--- config.mk ---
export PLATFORM = sky130hd
export DESIGN_NAME = instr_fetch_flat
export DESIGN_NICKNAME = d
export VERILOG_FILES = /design/src/rtl/instr_fetch_pkg.sv /design/src/rtl/instr_fetch_if.sv /design/src/rtl/instr_fetch_fifo.sv /design/src/rtl/instr_fetch.sv /design/src/flat_wrapper.sv
export SDC_FILE = /design/constraint.sdc
export NUM_CORES = 1
export LEC_CHECK = 0
export CAP_MARGIN = 20
export CORE_MARGIN = 2
export CORE_UTILIZATION = 60
export CTS_BUF_LIST = sky130_fd_sc_hd__clkbuf_2 sky130_fd_sc_hd__clkbuf_4 sky130_fd_sc_hd__clkbuf_8
export CTS_CLUSTER_DIAMETER = 50
export DETAILED_ROUTE_END_ITERATION = 10
export DONT_BUFFER_PORTS = 1
export PLACE_DENSITY = 0.85
export SETUP_SLACK_MARGIN = 0.1
export SYNTH_ARGS = -nofsm -noshare
export SYNTH_HDL_FRONTEND = slang
export SYNTH_SLANG_ARGS = --single-unit
--- constraint.sdc ---
create_clock -name clk -period 11.5 [get_ports clk]
set_input_delay 1.15 -clock clk [delete_from_list [all_inputs] [get_ports clk]]
set_output_delay 1.15 -clock clk [all_outputs]
set_load 0.02 [all_outputs]
--- src/rtl/instr_fetch_pkg.sv ---
// Shared definitions for the instruction fetch stage.
//   NOP           : canonical RV32I no-op (addi x0, x0, 0), shown when no instruction is valid
//   fetch_state_e : fetch state machine encoding
//   next_pc()     : sequential PC step, wraps modulo 2^32
// Build option: FETCH_ALIGN_CHECK_EN adds the StFault state.
package instr_fetch_pkg;

    localparam logic [31:0] NOP = 32'h0000_0013;

    typedef enum logic [1:0] {
        StIdle,
        StRun
`ifdef FETCH_ALIGN_CHECK_EN
        , StFault
`endif
    } fetch_state_e;

    function automatic logic [31:0] next_pc(input logic [31:0] pc);
        return pc + 32'd4;
    endfunction

endpackage

--- src/rtl/instr_fetch_if.sv ---
// Instruction memory read bus.
//   imem_req    : read request valid (fetch -> memory)
//   imem_addr   : word-aligned read address, held while waiting for a grant
//   imem_gnt    : request accepted this cycle
//   imem_rvalid : one in-order response per grant, at least one cycle after it
//   imem_rdata  : response data
// master = fetch stage, slave = memory.
interface instr_fetch_if;

    logic        imem_req;
    logic [31:0] imem_addr;
    logic        imem_gnt;
    logic        imem_rvalid;
    logic [31:0] imem_rdata;

    modport master (
        output imem_req,
        output imem_addr,
        input  imem_gnt,
        input  imem_rvalid,
        input  imem_rdata
    );

    modport slave (
        input  imem_req,
        input  imem_addr,
        output imem_gnt,
        output imem_rvalid,
        output imem_rdata
    );

endinterface

--- src/rtl/instr_fetch_fifo.sv ---
// In-order queue of fetched {pc, instruction} entries.
//   clk, reset : clock, asynchronous active-low reset
//   push       : write push_data at the tail
//   pop        : drop the head entry
//   flush      : empty the queue (overrides push and pop)
//   count      : number of stored entries
//   head       : oldest entry, meaningful only when count != 0
// DEPTH must be a power of two so the pointers wrap naturally.
module instr_fetch_fifo #(
    parameter int unsigned DEPTH = 2,
    parameter int unsigned WIDTH = 64
) (
    input  logic                   clk,
    input  logic                   reset,
    input  logic                   push,
    input  logic [WIDTH-1:0]       push_data,
    input  logic                   pop,
    input  logic                   flush,
    output logic [$clog2(DEPTH):0] count,
    output logic [WIDTH-1:0]       head
);

    localparam int unsigned PtrW = $clog2(DEPTH);

    logic [WIDTH-1:0] mem_q [DEPTH];
    logic [PtrW-1:0]  wr_ptr_q;
    logic [PtrW-1:0]  rd_ptr_q;
    logic [PtrW:0]    count_q;

    always_ff @(posedge clk or negedge reset) begin
        if (!reset) begin
            wr_ptr_q <= '0;
            rd_ptr_q <= '0;
            count_q  <= '0;
        end else if (flush) begin
            wr_ptr_q <= '0;
            rd_ptr_q <= '0;
            count_q  <= '0;
        end else begin
            if (push) wr_ptr_q <= wr_ptr_q + PtrW'(1);
            if (pop)  rd_ptr_q <= rd_ptr_q + PtrW'(1);
            count_q <= count_q + (PtrW+1)'(push) - (PtrW+1)'(pop);
        end
    end

    always_ff @(posedge clk) begin
        if (push && !flush) mem_q[wr_ptr_q] <= push_data;
    end

    assign count = count_q;
    assign head  = mem_q[rd_ptr_q];

endmodule

--- src/rtl/instr_fetch.sv ---
// Instruction fetch stage: owns the PC, issues word reads on the imem bus, queues returned
// words with their PC and hands them downstream over a valid/ready handshake.
//   clk, reset          : clock, asynchronous active-low reset
//   imem                : instruction memory bus (master side)
//   redirect            : restart fetch at redirect_pc, flushing everything in flight
//   redirect_pc         : redirect target
//   instr_valid/ready   : downstream handshake
//   instr, instr_pc     : head instruction (NOP when not valid) and its address (0 when not valid)
//   fetch_fault         : misaligned redirect seen (sticky until reset)
// Build option: FETCH_ALIGN_CHECK_EN traps misaligned redirects into StFault; without it the
// low two target bits are ignored and fetch_fault stays 0.
module instr_fetch
    import instr_fetch_pkg::*;
#(
    parameter logic [31:0] RESET_PC   = 32'h0000_0000,
    parameter int unsigned FIFO_DEPTH = 2
) (
    input  logic          clk,
    input  logic          reset,
    instr_fetch_if.master imem,
    input  logic          redirect,
    input  logic [31:0]   redirect_pc,
    output logic          instr_valid,
    input  logic          instr_ready,
    output logic [31:0]   instr,
    output logic [31:0]   instr_pc,
    output logic          fetch_fault
);

    localparam int unsigned   CntW  = $clog2(FIFO_DEPTH) + 1;
    localparam logic [CntW:0] Depth = (CntW+1)'(FIFO_DEPTH);

    fetch_state_e    state_q;
    logic [31:0]     pc_q;
    logic [31:0]     rsp_pc_q;      // PC of the next response that will be kept
    logic [CntW-1:0] outstanding_q;
    logic [CntW-1:0] discard_q;     // responses still owed for flushed requests
    logic [CntW-1:0] out_next;
    logic [CntW-1:0] q_count;
    logic [CntW:0]   used;
    logic [63:0]     q_head;
    logic [31:0]     target;
    logic            run, gnt_fire, push, pop, flush;

    always_comb begin
        run         = (state_q == StRun);
        instr_valid = run && (q_count != '0);
        pop         = instr_valid && instr_ready;
        // A pop this cycle frees its slot early; this is what sustains one instruction per cycle.
        used          = {1'b0, q_count} + {1'b0, outstanding_q} - (CntW+1)'(pop);
        imem.imem_req  = run && (used < Depth);
        imem.imem_addr = pc_q;
        gnt_fire    = imem.imem_req && imem.imem_gnt;
        out_next    = outstanding_q + CntW'(gnt_fire) - CntW'(imem.imem_rvalid);
        push        = run && imem.imem_rvalid && (discard_q == '0) && !redirect;
        flush       = run && redirect;
        target      = redirect_pc & 32'hFFFF_FFFC;
        instr       = instr_valid ? q_head[31:0]  : NOP;
        instr_pc    = instr_valid ? q_head[63:32] : 32'h0;
    end

`ifdef FETCH_ALIGN_CHECK_EN
    logic fault_q;
    logic misaligned;
    assign misaligned  = (redirect_pc[1:0] != 2'b00);
    assign fetch_fault = fault_q;
`else
    assign fetch_fault = 1'b0;
`endif

    always_ff @(posedge clk or negedge reset) begin
        if (!reset) begin
            state_q       <= StIdle;
            pc_q          <= RESET_PC;
            rsp_pc_q      <= RESET_PC;
            outstanding_q <= '0;
            discard_q     <= '0;
`ifdef FETCH_ALIGN_CHECK_EN
            fault_q       <= 1'b0;
`endif
        end else begin
            outstanding_q <= out_next;
            if (imem.imem_rvalid && (discard_q != '0)) discard_q <= discard_q - CntW'(1);
            if (push) rsp_pc_q <= next_pc(rsp_pc_q);
            case (state_q)
                StIdle: state_q <= StRun;
                StRun: begin
                    if (gnt_fire) pc_q <= next_pc(pc_q);
                    if (redirect) begin
                        // Everything still owed after this cycle's grant/response is stale.
                        pc_q      <= target;
                        rsp_pc_q  <= target;
                        discard_q <= out_next;
`ifdef FETCH_ALIGN_CHECK_EN
                        if (misaligned) begin
                            state_q <= StFault;
                            fault_q <= 1'b1;
                        end
`endif
                    end
                end
                default: ;
            endcase
        end
    end

    instr_fetch_fifo #(
        .DEPTH (FIFO_DEPTH),
        .WIDTH (64)
    ) u_fifo (
        .clk       (clk),
        .reset     (reset),
        .push      (push),
        .push_data ({rsp_pc_q, imem.imem_rdata}),
        .pop       (pop),
        .flush     (flush),
        .count     (q_count),
        .head      (q_head)
    );

endmodule

--- src/flat_wrapper.sv ---
// flat-port wrapper written by rule: the top's interface ports become plain ports
module instr_fetch_flat import instr_fetch_pkg::*;
#(
    parameter logic [31:0] RESET_PC   = 32'h0000_0000,
    parameter int unsigned FIFO_DEPTH = 2
)
  (clk, reset, redirect, redirect_pc, instr_valid, instr_ready, instr, instr_pc, fetch_fault, imem_imem_req, imem_imem_addr, imem_imem_gnt, imem_imem_rvalid, imem_imem_rdata);
  instr_fetch_if imem_i ();
  input  logic clk;
  input  logic reset;
  input  logic redirect;
  input  logic [31:0] redirect_pc;
  output logic instr_valid;
  input  logic instr_ready;
  output logic [31:0] instr;
  output logic [31:0] instr_pc;
  output logic fetch_fault;
  output wire logic [$bits(imem_i.imem_req)-1:0] imem_imem_req;
  output wire logic [$bits(imem_i.imem_addr)-1:0] imem_imem_addr;
  input wire logic [$bits(imem_i.imem_gnt)-1:0] imem_imem_gnt;
  input wire logic [$bits(imem_i.imem_rvalid)-1:0] imem_imem_rvalid;
  input wire logic [$bits(imem_i.imem_rdata)-1:0] imem_imem_rdata;
  assign imem_imem_req = imem_i.imem_req;
  assign imem_imem_addr = imem_i.imem_addr;
  assign imem_i.imem_gnt = imem_imem_gnt;
  assign imem_i.imem_rvalid = imem_imem_rvalid;
  assign imem_i.imem_rdata = imem_imem_rdata;
  instr_fetch #(.RESET_PC(RESET_PC), .FIFO_DEPTH(FIFO_DEPTH)) u_core (.clk(clk), .reset(reset), .imem(imem_i), .redirect(redirect), .redirect_pc(redirect_pc), .instr_valid(instr_valid), .instr_ready(instr_ready), .instr(instr), .instr_pc(instr_pc), .fetch_fault(fetch_fault));
endmodule
# Yosys cells after proc, flatten, opt, wreduce, memory -nomap -nowiden
# Memories as Yosys holds them, arrays and structs flattened.
# Index checks and enable logic that the tools add are counted.
# totals
ff_bits	73
ramBits	128
in_bits	70
out_inout_bits	99
wordCells	58
n_memories	1
# mem_list
memory	depth	width	read_ports	rd_ports_with_merged_regs	write_ports	line_no	rtl
u_core.u_fifo.mem_q	2	64	1	0	1	instr_fetch_fifo.sv:25	logic [WIDTH-1:0] mem_q [DEPTH];
# op_classes
add_sub_neg	11
magnitude_cmp	1
n_mux	17
n_reduce_logical	20
# ops
cell	count
$mux W32	7
$add A32 B3 Y32 const B	2
$logic_and A1 B1 Y1	10
$reduce_bool A2 Y1	5
$mux W2	4
$mux W1	6
$add A2 B1 Y2	2
$logic_not A2 Y1	2
$sub A2 B1 Y2	2
$add A2 B2 Y3	1
$lt A3 B2 Y1 const B	1
$sub A3 B1 Y3	1
$add A1 B1 Y1 const B	2
$logic_not A1 Y1	2
$reduce_and A2 Y1	1
$sub A2 B1 Y2 const B	1

# Depth between registers and ports, before layout
# Gate-level depths: netlist (run 1).
# logic_depth
ltp_word	11
depth_mapped	14
depth_no_buf	14

# By module
# From an unflattened synthesis (run 1), not the netlist that was laid out.
# unflattened
cells_unflattened	760
hier_area_um2	9465.3
# by_module_without_submodules
module	n_inst	cells_each	area_each_um2	seq_area_each_um2
instr_fetch_fifo	1	216	5031.1	3943.8
instr_fetch	1	544	4434.3	1626.6

# Worst setup path before layout (run 1)
# No wires, ideal clock.
# synth_path
kind	input to register
startpoint	input redirect
endpoint	memory u_core.u_fifo.mem_q[0][0], enable pin
setup_time_ps	482
arrival_ps	4323
t_required_ps	11018
slack_ps	6695
stages	5
n_path_buf	2
path_cell_list	buf_2 and4b_1 buf_2 inv_1 nor2_1
# synth_via
elab_chain_cells	5
elab_cells_between_ends	7
classes_between	mux: 2; reduce/logical: 5
# synth_lines
element	line_no	rtl
start, declared	flat_wrapper.sv:11	input logic redirect;
$logic_not A1 Y1 or $logic_and A1 B1 Y1 (tied branches)	instr_fetch.sv:55, instr_fetch.sv:56	
$logic_and A1 B1 Y1 or $logic_not A1 Y1 (tied branches)	instr_fetch.sv:55, instr_fetch_fifo.sv:47	
$logic_and A1 B1 Y1 (*)	instr_fetch_fifo.sv:47	if (push && !flush) mem_q[wr_ptr_q] <= push_data;
$mux W1 (*)	instr_fetch_fifo.sv:47	
$mux W1 (not written as such) (*)	instr_fetch_fifo.sv:47	
end, declared	instr_fetch_fifo.sv:25	
# Mark *: on every way between the ends. The rest lies on a longest branch, timed or not.

# Worst setup path after layout (run 1)
# layout_path
startpoint	register u_core.state_q[0]
endpoint	output imem_imem_req
# layout_via
elab_chain_cells	5
# layout_lines
element	line_no	rtl
start, declared	instr_fetch.sv:33	fetch_state_e state_q;
start signal, assigned	instr_fetch.sv:73	state_q <= StIdle;
start signal, assigned	instr_fetch.sv:86	StIdle: state_q <= StRun;
$logic_and A1 B1 Y1	instr_fetch.sv:47	instr_valid = run && (q_count != '0);
named net instr_valid	flat_wrapper.sv:13	output logic instr_valid;
$logic_and A1 B1 Y1	instr_fetch.sv:48	pop = instr_valid && instr_ready;
$sub A3 B1 Y3	instr_fetch.sv:50	used = {1'b0, q_count} + {1'b0, outstanding_q} - (CntW+1)'(pop);
$lt A3 B2 Y1	instr_fetch.sv:51	imem.imem_req = run && (used < Depth);
$logic_and A1 B1 Y1	instr_fetch.sv:51	
end, declared	flat_wrapper.sv:18	output wire logic [$bits(imem_i.imem_req)-1:0] imem_imem_req;
# The timed path passes the listed nets, and every way through them passes these cells.

==> summary.txt, run 1 <==
GRT
  – All-Layer GR Usage: 24.2%
  – Number of global-route vias before repair: 5514
  – Remaining Overflow, GRT: 0
  – First-pass GRT wire length: 29.8 mm
  – Initial antenna violation count: 0
  – Pin count of the biggest net entering global routing: 70

Timing
  – Final hold vios: 0
  – Period utilization: 41.5%
  – Final setup viols: 0
  – Max-slew headroom: 29.3%
  – RSZ-0062 raised after global routing: false
  – Setup TNS: 0 ps
  – Fin. max-slew vios: 0
  – Slew @ Worst Pin: 1060 ps
  – Clock Skew: 15.4 ps
  – Final hold slack: 370 ps
  – FMAX: 209 MHz
  – Post-route minimum period: 4770 ps

Yosys
  – Post-synth EDFFs: 124
  – Mapped Area: 0.00881 mm^2
  – Synth unique cells: 59
  – Yosys top cell area share: 42.3%
  – Cells after Synth: 738
  – Top-count cell post-synth: edfxtp_1
  – Top cells by area, synth: edfxtp_1 (42%), dfrtp_1 (20%), mux2i_1 (7.4%)
  – Seq cells post-synth: 193
  – Post-synthesis area per instance: 11.9 um^2
  – Area leader, netlist: edfxtp_1
  – Ys flop type: edfxtp_1
  – Register area share after synthesis: 61.9%
  – Yosys synthesis warning count: 0
  – Share of synthesized registers carrying an async set or reset: 35.8%
  – Post-synth top cells: edfxtp_1 (124), nor2_1 (89), dfrtp_1 (69)

Critical path
  – CP delay by family, top: buffers and inverters
  – Internal reg-to-reg setup slack: 7220 ps
  – CP max-delay cell: dfrtp_1
  – Reg2reg end: u_core.discard_q[1]
  – Crit Path Max Fanout: 60
  – CP Data Arrival Time: 3620 ps
  – Critical-path cell list: o21ai_4, buf_4, inv_1, nand2_1, inv_1, nor2_1, o21ai_0, fa_1, xor2_1, and3_1
  – Crit Reg-Reg Startpoint: u_core.state_q[0]
  – Path depth of the worst reg2reg path: 15
  – CP max stage delay: 600 ps
  – Req. time, crit path: 10350 ps
  – Kind of critical path: flop to primary output
  – Top cell by count, worst path: inv_1
  – Type of origin of the critical path: flop
  – Buffers and inverters on the worst path: 3
  – Kind of end point of the critical path: primary output

Status
  – Status: finished clean

CTS
  – CTS tree: done
  – Num CTS Buffers: 17
  – Num Clock Sinks: 193
  – Setup Fix Bufs, Post-CTS: 0
  – Clock Path Buffers: 2
  – Clock Latency Late Sink: 460 ps
  – Resized cells post-CTS: 0
  – CTS H-Tree Depth: 4
  – CTS hold repair buffers: 0
  – Clock Root Buffer: clkbuf_8
  – Worst-path clk slew: 100 ps

Final layout
  – Final nets: 804
  – Fill count: 1095
  – Share of cells above drive strength 1: 7.86%
  – Reg area: 0.00545 mm^2
  – Area grow syn2layout: 5.91%
  – N_diodes: 0
  – Multi-input gate area: 0.00315 mm^2

Routing
  – Via/cell ratio: 6.25
  – ANT nets after route: 0
  – Final wirelength: 18.9 mm
  – Avg WL per Cell: 20.5 um
  – Drt pass-1 iters: 5
  – Number of DRC markers in iteration 0: 484
  – Via count: 5758
  – Residual DRC: 0

Floorplan
  – Chip width: 125 um
  – Die height: 125 um
  – Initial Util: 61.1%
  – # rows: 44
  – Die area: 0.0157 mm^2
  – IO Pins: 169
  – Core area: 0.0144 mm^2

Min path
  – Worst hold path type: primary input to asynchronous set/reset pin

Pwr
  – Static leakage: 0.00330 uW
  – PD cells: 205 mW/mm^2
  – VDD IR-drop max: 0.116 mV

Placement
  – Port bufs: 0
  – HPWL reported at the end of detailed placement: 12.8 mm
  – Final GP Congestion: 0.894

Job
  – Max Cap Violations: 0
## per-stage QoR
step	std cells	worst slack [ps]	utilization, %	cell area, um^2	total power (uW)
2_1_floorplan	742	6690	-	8820	1370
3_3_place_gp	890	7290	61.9	8920	1450
3_5_place_dp	890	7210	61.9	8920	1480
4_1_cts	922	6680	64.7	9330	1920
5_1_grt	922	6430	64.7	9330	2010
6_report	922	6730	64.7	9330	1910
## kinds of logic after synthesis
| family | after synthesis | synth area share, % |
|---|---|---|
| AOI/OAI and AO/OA | 109 | 7.60 |
| xor gates and xnor gates | 37 | 3.68 |
| adders and majority gates | 9 | 1.36 |
| buffers and inverters | 56 | 2.80 |
| DFF | 193 | 61.9 |
| muxes | 65 | 7.39 |
| other | 2 | 0.0852 |
| and+or+nand+nor | 267 | 15.2 |
## routing by layer
metal	routed length [um]	vias to the layer above	track usage [%]
li1	-	2655	-
met1	8060	2799	33.4
met2	8710	281	36.6
met3	1820	23	8.73
met4	264	0	7.12
met5	0	-	0
## state kept, by name, indices dropped and copies added (netlist names)
name                    flops
u_core.imem.imem_addr      30
u_core.rsp_pc_q            30
u_core.u_fifo.count         2
u_core.outstanding_q        2
u_core.state_q              1
u_core.u_fifo.mem_q       124
u_core.discard_q            2
u_core.u_fifo.rd_ptr_q      1
u_core.u_fifo.wr_ptr_q      1
## power by group
part / switching [uW] / internal [uW]
clock network: 230 / 217
logic: 264 / 173
registers: 204 / 827
total: 697 / 1220
## layout by cell type (no fill, tap or decap), types with 4 or more instances in the layout
cell,Yosys,layout
xor2_1,26,26
a31oi_1,4,4
buf_4,8,4
a21oi_1,19,19
and3_1,12,12
o21ai_1,14,13
dfrtp_1,69,68
mux2i_1,65,65
edfxtp_1,124,124
nor3_2,4,4
xnor2_1,11,11
conb_1,2,6
o21ai_0,36,36
nand2_1,57,57
nor4_1,4,4
a311oi_1,6,6
nand3_1,31,31
nor2_1,89,88
ha_1,8,8
clkinv_2,0,5
and2_1,9,7
nand4_1,26,26
o211ai_1,4,4
nor3_1,11,11
clkbuf_8,0,17
inv_1,15,15
a31o_2,4,4
## final cells by class
cell class                      count  share of cell area, %
Clock buffer                       18                   2.59
Sequential cell                   193                   58.5
Inverter                           16                  0.644
Timing Repair Buffer                4                  0.322
Multi-Input combinational cell    493                   33.8
Clock inverter                     14                   1.77
Tap cell                          184                   2.47
## how the worst max path moves through the flow
| stage | from | endpoint | slack, ps | cells past startpoint |
|---|---|---|---|---|
| 3_3_place_gp | u_core.state_q[0] | imem_imem_req | 7290 | 10 |
| 2_1_floorplan | redirect | u_core.u_fifo.mem_q[0][0] | 6690 | 5 |
| 5_1_grt | u_core.state_q[0] | imem_imem_req | 6430 | 10 |
| 6_report | u_core.state_q[0] | imem_imem_req | 6730 | 10 |
| 3_5_place_dp | u_core.state_q[0] | imem_imem_req | 7210 | 10 |
| 4_1_cts | u_core.state_q[0] | imem_imem_req | 6680 | 10 |
Note: power is estimated with default switching activity, not from simulation.
==> run 2: changes to the inputs <==
- PLACE_DENSITY: 0.85 -> 0.88
- clock period: 11.5 -> 4.3 ns (I/O delays scaled with it)
==> run 2 against run 1 <==
Effect of this change: via count up 0.40%; worst hold slack worse by 320 ps; design area up 0.24%; largest cell class unchanged; sequential power rose to 2.7 times the previous value; register-to-register slack worse by 6700 ps; core utilization up 0.16 points; first-iteration DRC count down 1.9%; clock power rose to 2.6 times the previous value; die area unchanged; count of clock-buffer cells in the layout up 1.
==> summary.txt, run 2 (synthesis gave the netlist of run 1 again) <==
CTS
  – CTS H-Tree Depth: 4 (unchanged)
  – Clock Path Buffers: 2 (unchanged)
  – Num CTS Buffers: 17 (unchanged)
  – Clock Root Buffer: clkbuf_8
  – Resized cells post-CTS: 0 (unchanged)
  – CTS tree: done
  – Num Clock Sinks: 193 (unchanged)
  – Clock Latency Late Sink: 460 ps (about the same)
  – Worst-path clk slew: 100 ps (about the same)

Floorplan
  – IO Pins: 169 (unchanged)
  – Die height: 125 um (unchanged)
  – Core area: 0.0144 mm^2 (unchanged)
  – Chip width: 125 um (unchanged)
  – Die area: 0.0157 mm^2 (unchanged)
  – Initial Util: 61.1% (unchanged)
  – # rows: 44 (unchanged)

GRT
  – Initial antenna violation count: 0 (unchanged)
  – First-pass GRT wire length: 30.4 mm (+1.9%)
  – Pin count of the biggest net entering global routing: 70 (unchanged)
  – Number of global-route vias before repair: 5698 (+3.3%)
  – All-Layer GR Usage: 24.7% (+0.46 points)
  – Remaining Overflow, GRT: 0 (unchanged)

Timing
  – Setup TNS: 0 ps (unchanged)
  – Final hold slack: 53.5 ps (-317 ps)
  – Final hold vios: 0 (unchanged)
  – Final worst slack: 548 ps (-6180 ps)
  – Max-slew headroom: 28.5% (-0.74 points)
  – Clock Skew: 19.5 ps (+4.19 ps)
  – RSZ-0062 raised after global routing: false
  – FMAX: 267 MHz
  – Period utilization: 87.3%
  – Post-route minimum period: 3750 ps
  – Fin. max-slew vios: 0 (unchanged)
  – Slew @ Worst Pin: 1070 ps (+11.1 ps)
  – Final setup viols: 0 (unchanged)

Routing
  – Via/cell ratio: 6.25 (about the same)
  – Avg WL per Cell: 20.3 um (-0.91%)
  – Drt pass-1 iters: 5 (unchanged)
  – Via count: 5781 (+0.40%)
  – ANT nets after route: 0 (unchanged)
  – Final wirelength: 18.7 mm (-0.59%)
  – Number of DRC markers in iteration 0: 475 (-1.9%)
  – Residual DRC: 0 (unchanged)

Final layout
  – Most frequent cells in the layout: edfxtp_1 (124), nor2_1 (88), dfrtp_1 (68)
  – Share of cells above drive strength 1: 8.10% (+0.24 points)
  – Area grow syn2layout: 6.16%
  – Most common cell after layout, fill and taps aside: edfxtp_1
  – Biggest register: u_core.u_fifo.mem_q
  – Largest register FFs: 124 (unchanged)
  – Fill count: 1046 (-4.5%)
  – Final nets: 807 (+0.37%)
  – N_diodes: 0 (unchanged)

Status
  – Status: finished clean

Critical path
  – Top cell by count, worst path: xnor2_1
  – Kind of critical path: flop to flop
  – CP Data Arrival Time: 4140 ps (+520 ps)
  – CP max-delay cell: dfrtp_1
  – Type of origin of the critical path: flop
  – CP max stage delay: 720 ps (+120 ps)
  – Kind of end point of the critical path: flop
  – Req. time, crit path: 4680 ps (-5670 ps)
  – Critical-path cell list: o21ai_4, inv_1, nand2_1, nor2_1, o21ai_0, fa_1, xnor2_1, nor2_1, ha_1, xnor2_1, xnor2_1, nand2_1, o21ai_0
  – Crit Path Max Fanout: 15 (-75%)
  – Internal reg-to-reg setup slack: 550 ps (-6670 ps)

Placement
  – Pre-CTS setup slack: 598 ps (-6610 ps)
  – Final GP Congestion: 0.899 (+0.51%)
  – HPWL reported at the end of detailed placement: 12.9 mm (+0.59%)
  – Port bufs: 0 (unchanged)

Job
  – Max Cap Violations: 0 (unchanged)

Pwr
  – Static leakage: 0.00332 uW (+0.40%)
  – VDD IR-drop max: 0.356 mV (+210%)
  – Total chip power: 5080 uW (+170%)
  – PD cells: 544 mW/mm^2 (+170%)

Min path
  – Worst hold path type: primary input to flop
run 2: worst paths after layout:
kind,startpoint,to,depth (start not counted)
max in group asynchronous,reset,u_core.u_fifo.rd_ptr_q,2
worst max-delay path,u_core.state_q[0],u_core.discard_q[1],13
worst max register to register,u_core.state_q[0],u_core.discard_q[1],13
worst min register to register,u_core.outstanding_q[1],u_core.outstanding_q[1],1
worst min-delay path,imem_imem_rdata[10],u_core.u_fifo.mem_q[1][10],0
min in group asynchronous,reset,u_core.imem.imem_addr[25],2
run 2: repair_timing:
action	in CTS	in global routing
buffers inserted	0	0
hold endpoints to repair	69	0
setup endpoints to repair	0	0
hold buffers	2	0
run 2: layout make-up:
class	count	area, um^2	share of cell area [%]
Timing Repair Buffer	7	75.1	0.803
Sequential cell	193	5450	58.3
Inverter	16	60.1	0.642
Clock buffer	19	249	2.66
Tap cell	184	230	2.46
Clock inverter	13	135	1.44
Multi-Input combinational cell	493	3150	33.7
run 2: through the flow:
stage                     std cells  util (%)  instance area, um^2
after global routing            925      64.8                 9350
after global placement          891      61.9                 8930
after CTS                       925      64.8                 9350
after floorplan                 742         -                 8820
after detailed placement        891      61.9                 8930
final                           925      64.8                 9350
run 2: worst max-delay path: cells and delay by family, from the launching register on:
| kind | cells | cell delay [ps] |
|---|---|---|
| xor+xnor | 3 | 830 |
| simple gates | 4 | 760 |
| flops | 1 | 720 |
| fa+ha+maj | 2 | 690 |
| compound gates | 3 | 380 |
| buf+inv | 1 | 280 |
run 2: power by group:
group	internal, uW	leakage, uW	switching (uW)
clock network	530	0.000198	621
logic	469	0.00118	716
registers	2210	0.00194	537
total	3210	0.00332	1870
run 2: layer usage:
layer	GRT usage, %	wire, um
met5	0	0
met1	33.0	7500
met3	10.2	2390
met4	8.17	298
met2	37.1	8560
